==> src/rtl/conv_pkg.sv <==
// Shared constants, state encoding and IEEE-754 single field helpers for the
// fixed-point <-> float conversion paths.
package conv_pkg;

  localparam int FP_EXP_BIAS = 127;
  localparam int FP_EXP_W    = 8;
  localparam int FP_MAN_W    = 23;

  typedef enum logic [1:0] {
    IDLE = 2'd0,
    NORM = 2'd1,
    DONE = 2'd2
  } state_t;

  function automatic logic fp_sign(input logic [31:0] f);
    return f[31];
  endfunction

  function automatic logic [FP_EXP_W-1:0] fp_exp(input logic [31:0] f);
    return f[30:23];
  endfunction

  function automatic logic [FP_MAN_W-1:0] fp_man(input logic [31:0] f);
    return f[22:0];
  endfunction

  function automatic logic [31:0] fp_pack(input logic s,
                                          input logic [FP_EXP_W-1:0] e,
                                          input logic [FP_MAN_W-1:0] m);
    return {s, e, m};
  endfunction

endpackage

==> src/rtl/lead_zero_cnt.sv <==
// Combinational leading-zero counter (priority encoder from the MSB).
// Only compiled for the single-step normaliser build (CONVERT_FAST_NORM_EN).
`ifdef CONVERT_FAST_NORM_EN
module lead_zero_cnt #(
  parameter int W = 16
) (
  input  logic [W-1:0]           value,
  output logic [$clog2(W+1)-1:0] count
);

  localparam int CW = $clog2(W + 1);

  // Highest set bit wins because it is visited last.
  always_comb begin
    count = CW'(W);
    for (int i = 0; i < W; i++) begin
      if (value[i]) count = CW'(W - 1 - i);
    end
  end

endmodule
`endif

==> src/rtl/convert_z_r_seq.sv <==
// Signed fixed-point sample to IEEE-754 single converter, exact (IN_W <= 24).
// CONVERT_FAST_NORM_EN selects single-step normalisation via lead_zero_cnt.
//
//   state | meaning
//   IDLE  | ready for a sample; capture sign, magnitude, clear cnt
//   NORM  | normalise magnitude until its MSB is set, then pack out_R
//   DONE  | out_R valid and held until out_ready
module convert_z_r_seq
  import conv_pkg::*;
#(
  parameter int IN_W      = 16,
  parameter int FRAC_BITS = 0
) (
  input  logic            clk,
  input  logic            rst_n,
  input  logic [IN_W-1:0] in_Z,
  input  logic            in_valid,
  output logic            in_ready,
  output logic [31:0]     out_R,
  output logic            out_valid,
  input  logic            out_ready
);

  localparam int         CNT_W    = $clog2(IN_W + 1);
  localparam logic [8:0] EXP_BASE = 9'(FP_EXP_BIAS + IN_W - 1 - FRAC_BITS);

  state_t            state_q, state_d;
  logic [IN_W-1:0]   mag_q, mag_d;
  logic [CNT_W-1:0]  cnt_q, cnt_d;
  logic              sign_q, sign_d;
  logic [31:0]       out_r_q, out_r_d;

  // frac is the normalised magnitude without its implicit leading one.
  function automatic logic [31:0] pack(input logic s,
                                       input logic [IN_W-2:0] frac,
                                       input logic [CNT_W-1:0] c);
    logic [FP_EXP_W-1:0] e;
    logic [FP_MAN_W-1:0] m;
    e = FP_EXP_W'(EXP_BASE - 9'(c));
    m = FP_MAN_W'(frac) << (FP_MAN_W - IN_W + 1);
    return fp_pack(s, e, m);
  endfunction

`ifdef CONVERT_FAST_NORM_EN
  logic [CNT_W-1:0] lz;
  logic [IN_W-1:0]  norm_mag;

  lead_zero_cnt #(.W(IN_W)) u_lzc (
    .value (mag_q),
    .count (lz)
  );

  assign norm_mag = mag_q << lz;
`endif

  always_comb begin
    state_d = state_q;
    mag_d   = mag_q;
    cnt_d   = cnt_q;
    sign_d  = sign_q;
    out_r_d = out_r_q;
    case (state_q)
      IDLE: begin
        if (in_valid) begin
          sign_d  = in_Z[IN_W-1];
          mag_d   = in_Z[IN_W-1] ? (~in_Z + IN_W'(1)) : in_Z;
          cnt_d   = '0;
          state_d = NORM;
        end
      end
      NORM: begin
        // A zero sample spends one cycle here so it keeps the one-edge
        // latency of the shortest nonzero case; it always packs as +0.0.
        if (mag_q == '0) begin
          out_r_d = 32'h0;
          state_d = DONE;
        end else begin
`ifdef CONVERT_FAST_NORM_EN
          mag_d   = norm_mag;
          cnt_d   = lz;
          out_r_d = pack(sign_q, norm_mag[IN_W-2:0], lz);
          state_d = DONE;
`else
          if (mag_q[IN_W-1]) begin
            out_r_d = pack(sign_q, mag_q[IN_W-2:0], cnt_q);
            state_d = DONE;
          end else begin
            mag_d = mag_q << 1;
            cnt_d = cnt_q + CNT_W'(1);
          end
`endif
        end
      end
      DONE: begin
        if (out_ready) state_d = IDLE;
      end
      default: state_d = IDLE;
    endcase
  end

  always_ff @(posedge clk or negedge rst_n) begin
    if (!rst_n) begin
      state_q <= IDLE;
      mag_q   <= '0;
      cnt_q   <= '0;
      sign_q  <= 1'b0;
      out_r_q <= 32'h0;
    end else begin
      state_q <= state_d;
      mag_q   <= mag_d;
      cnt_q   <= cnt_d;
      sign_q  <= sign_d;
      out_r_q <= out_r_d;
    end
  end

  assign in_ready  = (state_q == IDLE);
  assign out_valid = (state_q == DONE);
  assign out_R     = out_r_q;

endmodule

==> config.mk <==
export PLATFORM = sky130hd
export DESIGN_NAME = convert_z_r_seq
export DESIGN_NICKNAME = d
export VERILOG_FILES = /design/src/rtl/conv_pkg.sv /design/src/rtl/lead_zero_cnt.sv /design/src/rtl/convert_z_r_seq.sv
export SDC_FILE = /design/constraint.sdc
export NUM_CORES = 1
export LEC_CHECK = 0
export CORE_MARGIN = 3
export CORE_UTILIZATION = 35
export DETAILED_ROUTE_END_ITERATION = 12
export PLACE_DENSITY = 0.65
export SYNTH_ARGS = -nofsm -noshare
export SYNTH_HDL_FRONTEND = slang
export SYNTH_SLANG_ARGS = --single-unit
==> constraint.sdc <==
create_clock -name clk -period 4.2 [get_ports clk]
set_input_delay 0.84 -clock clk [delete_from_list [all_inputs] [get_ports clk]]
set_output_delay 0.84 -clock clk [all_outputs]
set_load 0.03 [all_outputs]
==> summary.txt, run 1 <==
Final layout
  • Layout area overhead: 22.6%
  • Fin cells: between 300 and 400
  • Diode count: 0
  • Design Area, Final: 2960 µm²
  • Nets: 295
  • # fillers: 641
  • Fraction of layout cells with a size suffix above 1: 8.42%

Global routing
  • Gr busiest metal: met2
  • Met2 usage: a little over a fifth
  • Largest net degree at the start of global routing: 49
  • Met1 usage: 19.9%
  • Initial antenna violation count: 0
  • Met3 Track Usage GR: 2.86%
  • GR Util All Layers: 14.0%
  • Global route overflow: 0
  • First-pass GRT wire length: 8.59 mm
  • Vias in the first global route: roughly 1,700

Clock tree
  • Post-CTS resize count: 0
  • Hold buffers post-CTS: 0
  • Post-CTS setup buffers: 0
  • Max H-tree Level: 2
  • Clock slew at reported path FFs: roughly 80 ps
  • CTS Buf Count: 5
  • CTS tree: built
  • Clk_lat worst skew: 300 ps
  • CTS Sinks: 48
  • CTS Buffer Depth: 2
  • Clk root buf: clkbuf_8

Timing
  • Tightest Pin Transition: about 1000 ps
  • Setup TNS: 0 ps
  • Setup violations, final: 0
  • Hold slack: 477 ps
  • Max-slew violations: 0
  • Clock Skew: 9.37 ps
  • Min Clock Period, post-route: 2780 ps
  • Fin. Hold Viols: 0
  • Fin crit share: between 60% and 70%
  • RSZ-0062 raised after global routing: no
  • Fmax: 360 MHz
  • Final worst slack: 1420 ps
  • Relative slew slack: 30.3%

Synth
  • Ys Warns: 0
  • Biggest area consumer among synthesized cells: dfrtp_1
  • Seq/Total Area, Yosys: 49.7%
  • Mapped cell area: 2410 µm²
  • Largest cells by area after synthesis: dfrtp_1 50%, a22o_1 6.2%, o21ai_0 3.9%
  • Yosys cell types: 47
  • Cells after Synth: 231
  • Yosys top cell area share: 49.7%
  • Synthesis-stage register bit count: 48
  • Syn_area_per_cell: approximately 10 µm²

Critical path
  • Crit-path max cell delay: 540 ps
  • CP Capture Type: register
  • CP required: 4380 ps
  • Startpoint types: input port
  • Slowest CP cell: or3b_2
  • Crit-path max FO: 6
  • Worst path arrival time: 2960 ps
  • Crit-path cells: clkdlybuf4s50_1 -> inv_1 -> ha_1 -> or3b_2 -> o41ai_2 -> xor2_1 -> nor2_1 -> o32a_1
  • Setup CP Type: input port to register
  • R2R Setup Slk: 1620 ps

Route
  • # DRC: 0
  • First-pass DRT Iterations: 4
  • WL/cell: 15.0 µm
  • Routed Antenna Nets: 0
  • Initial detailed-routing violation count: 141
  • DRT Wirelength: between 5 and 6 mm
  • Vias/cell: between 5 and 6
  • Vias: 1,865

Power and ir drop
  • Peak supply drop: 172 µV
  • Pwr dens: 721 nW/µm²
  • Static Leak: ~1.2 nW

Place
  • Port Buf Inserts: 45
  • Gpl congestion: 0.881
  • Detailed Place HPWL: ~4 mm
  • Pre-CTS setup slack: 1110 ps
  • Placed inst area: between 2000 and 3000 µm²
  • Placed Cells: 343

Die
  • Initial core utilization: 37.0%
  • Full die area: 7930 µm²
  • Die Y: 89.1 µm
  • Cell Rows: 29
  • Core outline area: 6530 µm²
  • Die X: 89.1 µm
  • Ports: 54

Status
  • Status: completed

Run
  • Max_cap viols: 0

Hold path
  • HP Class: register to register
-- per-stage QoR --
stage / power [mW] / utilization [%]
6_report: 2.13 / 45.3
3_5_place_dp: 1.90 / 44.1
2_1_floorplan: 1.53 / -
3_3_place_gp: 1.89 / 44.1
4_1_cts: 2.16 / 45.3
5_1_grt: 2.29 / 45.3
-- cell usage after synthesis (all sizes together) --
cell type,n
dfrtp,48
nor2,23
o21ai,21
a22o,17
nand2,16
buf,12
xnor2,9
clkbuf,7
inv,7
xor2,7
o31ai,6
or4,6
a21oi,5
a221oi,5
nand3,5
o41ai,4
a22oi,3
and3,3
mux2,3
nor4,3
or3,3
ha,2
or2,2
a221o,1
a222oi,1
a31oi,1
a32o,1
a41oi,1
conb,1
mux2i,1
nand2b,1
nand3b,1
nor2b,1
nor3b,1
o32a,1
o41a,1
or3b,1
-- where the power goes --
| part | switching, mW | internal, mW | total (mW) |
|---|---|---|---|
| clock | 0.143 | 0.113 | 0.257 |
| sequential | 0.170 | 0.661 | 0.831 |
| combinational | 0.599 | 0.446 | 1.05 |
-- worst paths after layout --
path	startpoint	end	cells after the start
hold reg to reg	out_R[29]	out_R[29]	2
hold / removal	out_R[29]	out_R[29]	2
min in group asynchronous	rst_n	mag_q[0]	1
setup reg to reg	mag_q[0]	cnt_q[4]	5
setup / recovery	in_Z[0]	mag_q[14]	8
max in group asynchronous	rst_n	out_R[11]	1
-- layer usage --
layer	wire (µm)	vias up
met4	30	0
met5	0	-
met3	241	2
li1	-	917
met1	2570	892
met2	2420	54
-- cell families (layout without fill, tap and decap cells) --
group	after synthesis	after routing	synth area share [%]
compound gates	68	68	21.6
xor+xnor	16	16	5.80
fa+ha+maj	2	2	1.04
buf+inv	26	61	5.85
flops	48	48	49.7
mux	4	4	1.81
other cells	1	8	0.155
simple gates	66	66	14.0
-- state kept, by name (all words and copies together) (netlist names) --
| register | flops |
|---|---|
| cnt_q | 5 |
| mag_q | 16 |
| out_R | 24 |
| sign_q | 1 |
| state_q | 2 |
-- critical path, delay by kind of cell --
kind                     cells  cell delay [ps]
AO/OA/AOI/OAI                2              670
XOR/XNOR                     1              180
adder cells (fa/ha/maj)      1              160
buffers and inverters        2              520
AND/OR/NAND/NOR              2              590
-- area by class of cell --
type                            instances  area, µm²  area share [%]
Multi-Input combinational cell        164       1100            37.1
Sequential cell                        48       1200            40.6
Clock buffer                            6       72.6            2.45
Inverter                                7       26.3           0.888
Clock inverter                          1       5.00           0.169
Timing Repair Buffer                   47        460            15.6
Tap cell                               77       96.3            3.25
-- cells in the final DEF, fill, tap and decap left out, types with 2 or more instances in the layout --
master / synthesis / routed
xnor2_1: 9 / 9
a22oi_1: 3 / 3
a21oi_1: 5 / 5
dfrtp_1: 48 / 48
buf_4: 9 / 2
ha_1: 2 / 2
or2_2: 2 / 2
mux2_2: 3 / 3
or4_1: 4 / 4
xor2_1: 7 / 7
o31ai_1: 6 / 6
inv_1: 6 / 6
and3_1: 3 / 3
nor4_1: 2 / 2
or4_4: 2 / 2
conb_1: 1 / 8
clkbuf_8: 0 / 5
nand3_1: 5 / 5
a22o_1: 17 / 17
clkdlybuf4s50_1: 0 / 44
or3_1: 3 / 3
a221oi_1: 5 / 5
o41ai_1: 2 / 2
o21ai_0: 19 / 19
nand2_1: 16 / 16
nor2_1: 22 / 22
Power figures use the tool's default switching activity.
==> run 2: changes to the inputs <==
==> constraint.sdc (replaced) <==
create_clock -name clk -period 2.8 [get_ports clk]
set_input_delay 0.56 -clock clk [delete_from_list [all_inputs] [get_ports clk]]
set_output_delay 0.56 -clock clk [all_outputs]
set_load 0.03 [all_outputs]
==> run 2 against run 1 <==
Hold slack got worse by 260 ps. Worst setup slack got worse by 1100 ps. Critical path depth rose by 1. Combinational power rose by 52%. Sequential power rose by 50%. Critical path type unchanged.
==> summary.txt, run 2 (synthesis results as in run 1) <==
Global routing
  • Global route overflow: 0 (unchanged)
  • Vias in the first global route: 1,871 (+8.3%)
  • GR Util All Layers: 15.1% (+1.0 points)
  • Largest net degree at the start of global routing: 28 (-43%)
  • Initial antenna violation count: 0 (unchanged)
  • First-pass GRT wire length: 9.23 mm (+7.5%)

Final layout
  • Largest register FFs: 24 (unchanged)
  • # fillers: 616 (-3.9%)
  • Diode count: 0 (unchanged)
  • Most common cell after layout, fill and taps aside: dfrtp_1
  • Commonest non-fill, non-tap cells in the layout: 48 x dfrtp_1, 44 x clkdlybuf4s50_1, 22 x nor2_1
  • Fraction of layout cells with a size suffix above 1: 10.4% (+2.0 points)
  • Layout area overhead: 24.9%
  • FF/Latch Area: 1200 µm² (unchanged)
  • Nets: 300 (+1.7%)
  • Area of the multi-input gates: 1100 µm² (unchanged)

Timing
  • Clock Skew: 6.69 ps (-2.68 ps)
  • Setup violations, final: 0 (unchanged)
  • Min Clock Period, post-route: 2460 ps
  • Final worst slack: 341 ps (-1080 ps)
  • Max-slew violations: 0 (unchanged)
  • RSZ-0062 raised after global routing: no
  • Fmax: 407 MHz
  • Tightest Pin Transition: 993 ps (-53.4 ps)
  • Setup TNS: 0 ps (unchanged)
  • Fin crit share: 87.8%
  • Fin. Hold Viols: 0 (unchanged)
  • Relative slew slack: 33.8% (+3.6 points)

Critical path
  • Worst Path Buf+Inv: 3 (+1)
  • CP required: 2970 ps (-1410 ps)
  • Slowest CP cell: or3b_2
  • Startpoint types: input port
  • CP Capture Type: register
  • Crit-path max FO: 5 (-1)
  • Worst path arrival time: 2630 ps (-330 ps)
  • Critical path's top delay family: buffers and inverters
  • Setup CP Type: input port to register
  • Crit-path max cell delay: 480 ps (-60 ps)
  • Crit-path cells: clkdlybuf4s50_1 -> inv_1 -> ha_1 -> or3b_2 -> buf_4 -> o31ai_1 -> xnor2_1 -> a221oi_1 -> nor2_1

Clock tree
  • CTS Buffer Depth: 2 (unchanged)
  • Max H-tree Level: 2 (unchanged)
  • CTS tree: built
  • Clock slew at reported path FFs: 80 ps (about the same)
  • Hold buffers post-CTS: 0 (unchanged)
  • Clk root buf: clkbuf_8
  • Clk_lat worst skew: 290 ps (about the same)
  • Post-CTS setup buffers: 0 (unchanged)
  • Post-CTS resize count: 0 (unchanged)
  • CTS Buf Count: 5 (unchanged)
  • CTS Sinks: 48 (unchanged)

Die
  • Ports: 54 (unchanged)
  • Cell Rows: 29 (unchanged)
  • Full die area: 7930 µm² (unchanged)
  • Core outline area: 6530 µm² (unchanged)
  • Initial core utilization: 37.0% (unchanged)
  • Die X: 89.1 µm (unchanged)
  • Die Y: 89.1 µm (unchanged)

Place
  • Port Buf Inserts: 45 (unchanged)
  • Pre-CTS setup slack: 19.4 ps (-1090 ps)
  • Detailed Place HPWL: 4.34 mm (+9.6%)
  • Gpl congestion: 0.810 (-8.0%)

Power and ir drop
  • Sw frac: 42.2% (-0.54 points)
  • Static Leak: 1.28 nW (+2.6%)
  • Clock power frac: 13.1% (+1.1 points)
  • Switching power: 1.39 mW (+52%)
  • Pwr dens: 1090 nW/µm² (+51%)
  • Seq pwr share: 38.2% (-0.8 points)
  • Peak supply drop: 295 µV (+71%)
  • Pint: 1.90 mW (+55%)
  • Logic pwr share: 48.7% (-0.3 points)

Route
  • Initial detailed-routing violation count: 98 (-30%)
  • First-pass DRT Iterations: 4 (unchanged)
  • Vias: 1,913 (+2.6%)
  • # DRC: 0 (unchanged)
  • DRT Wirelength: 5.56 mm (+5.7%)
  • WL/cell: 15.7 µm (+4.3%)
  • Routed Antenna Nets: 0 (unchanged)
  • Vias/cell: 5.39 (+1.1%)

Run
  • Max_cap viols: 0 (unchanged)

Hold path
  • HP Class: input port to asynchronous set/reset pin

Status
  • Status: completed
run 2: changes by cell type in the layout (fill, tap and decap cells not counted), sizes merged:
cell	previous run	this run
buf	3	8
clkbuf	6	7
clkinv	1	0
run 2: metrics by stage:
| step | hold WS [ps] | cell area [µm²] | power, mW | instances | utilization [%] |
|---|---|---|---|---|---|
| floorplan | 264 | 2440 | 2.29 | 238 | - |
| global placement | 460 | 2920 | 2.84 | 348 | 44.7 |
| detailed placement | 464 | 2920 | 2.88 | 348 | 44.7 |
| CTS | 222 | 3020 | 3.32 | 355 | 46.2 |
| global route | 248 | 3020 | 3.51 | 355 | 46.2 |
| finish | 216 | 3020 | 3.28 | 355 | 46.2 |
run 2: area by class of cell:
| cell class | instances | area share (%) |
|---|---|---|
| repair buffers | 52 | 16.5 |
| inverters | 7 | 0.871 |
| well taps | 77 | 3.19 |
| flip-flops and latches | 48 | 39.8 |
| multi-input cells | 164 | 36.4 |
| clock buffers | 7 | 3.19 |
run 2: metal layers:
layer	vias to the layer above	global-route usage (%)	wire length [µm]
met4	0	4.60	78
met3	7	3.41	310
li1	926	-	-
met5	-	0	0
met2	72	24.1	2600
met1	908	20.5	2570
run 2: power groups by stage:
stage	Clock (mW)	Combinational, mW	Sequential (mW)
floorplan	0	0.818	1.48
global placement	0	1.58	1.26
detailed placement	0	1.61	1.27
CTS	0.448	1.61	1.25
global route	0.471	1.75	1.30
finish	0.430	1.60	1.25
run 2: worst paths after layout:
kind                            cells past startpoint   endpoint  slack (ps)       from
worst max-delay path                                9   mag_q[8]         340    in_Z[0]
worst min-delay path                                1  out_R[27]         220      rst_n
worst max register to register                      4  out_R[17]         460   mag_q[2]
worst min register to register                      2  out_R[29]         480  out_R[29]
max in group asynchronous                           2   mag_q[5]        1860      rst_n
min in group clk                                    2  out_R[29]         480  out_R[29]
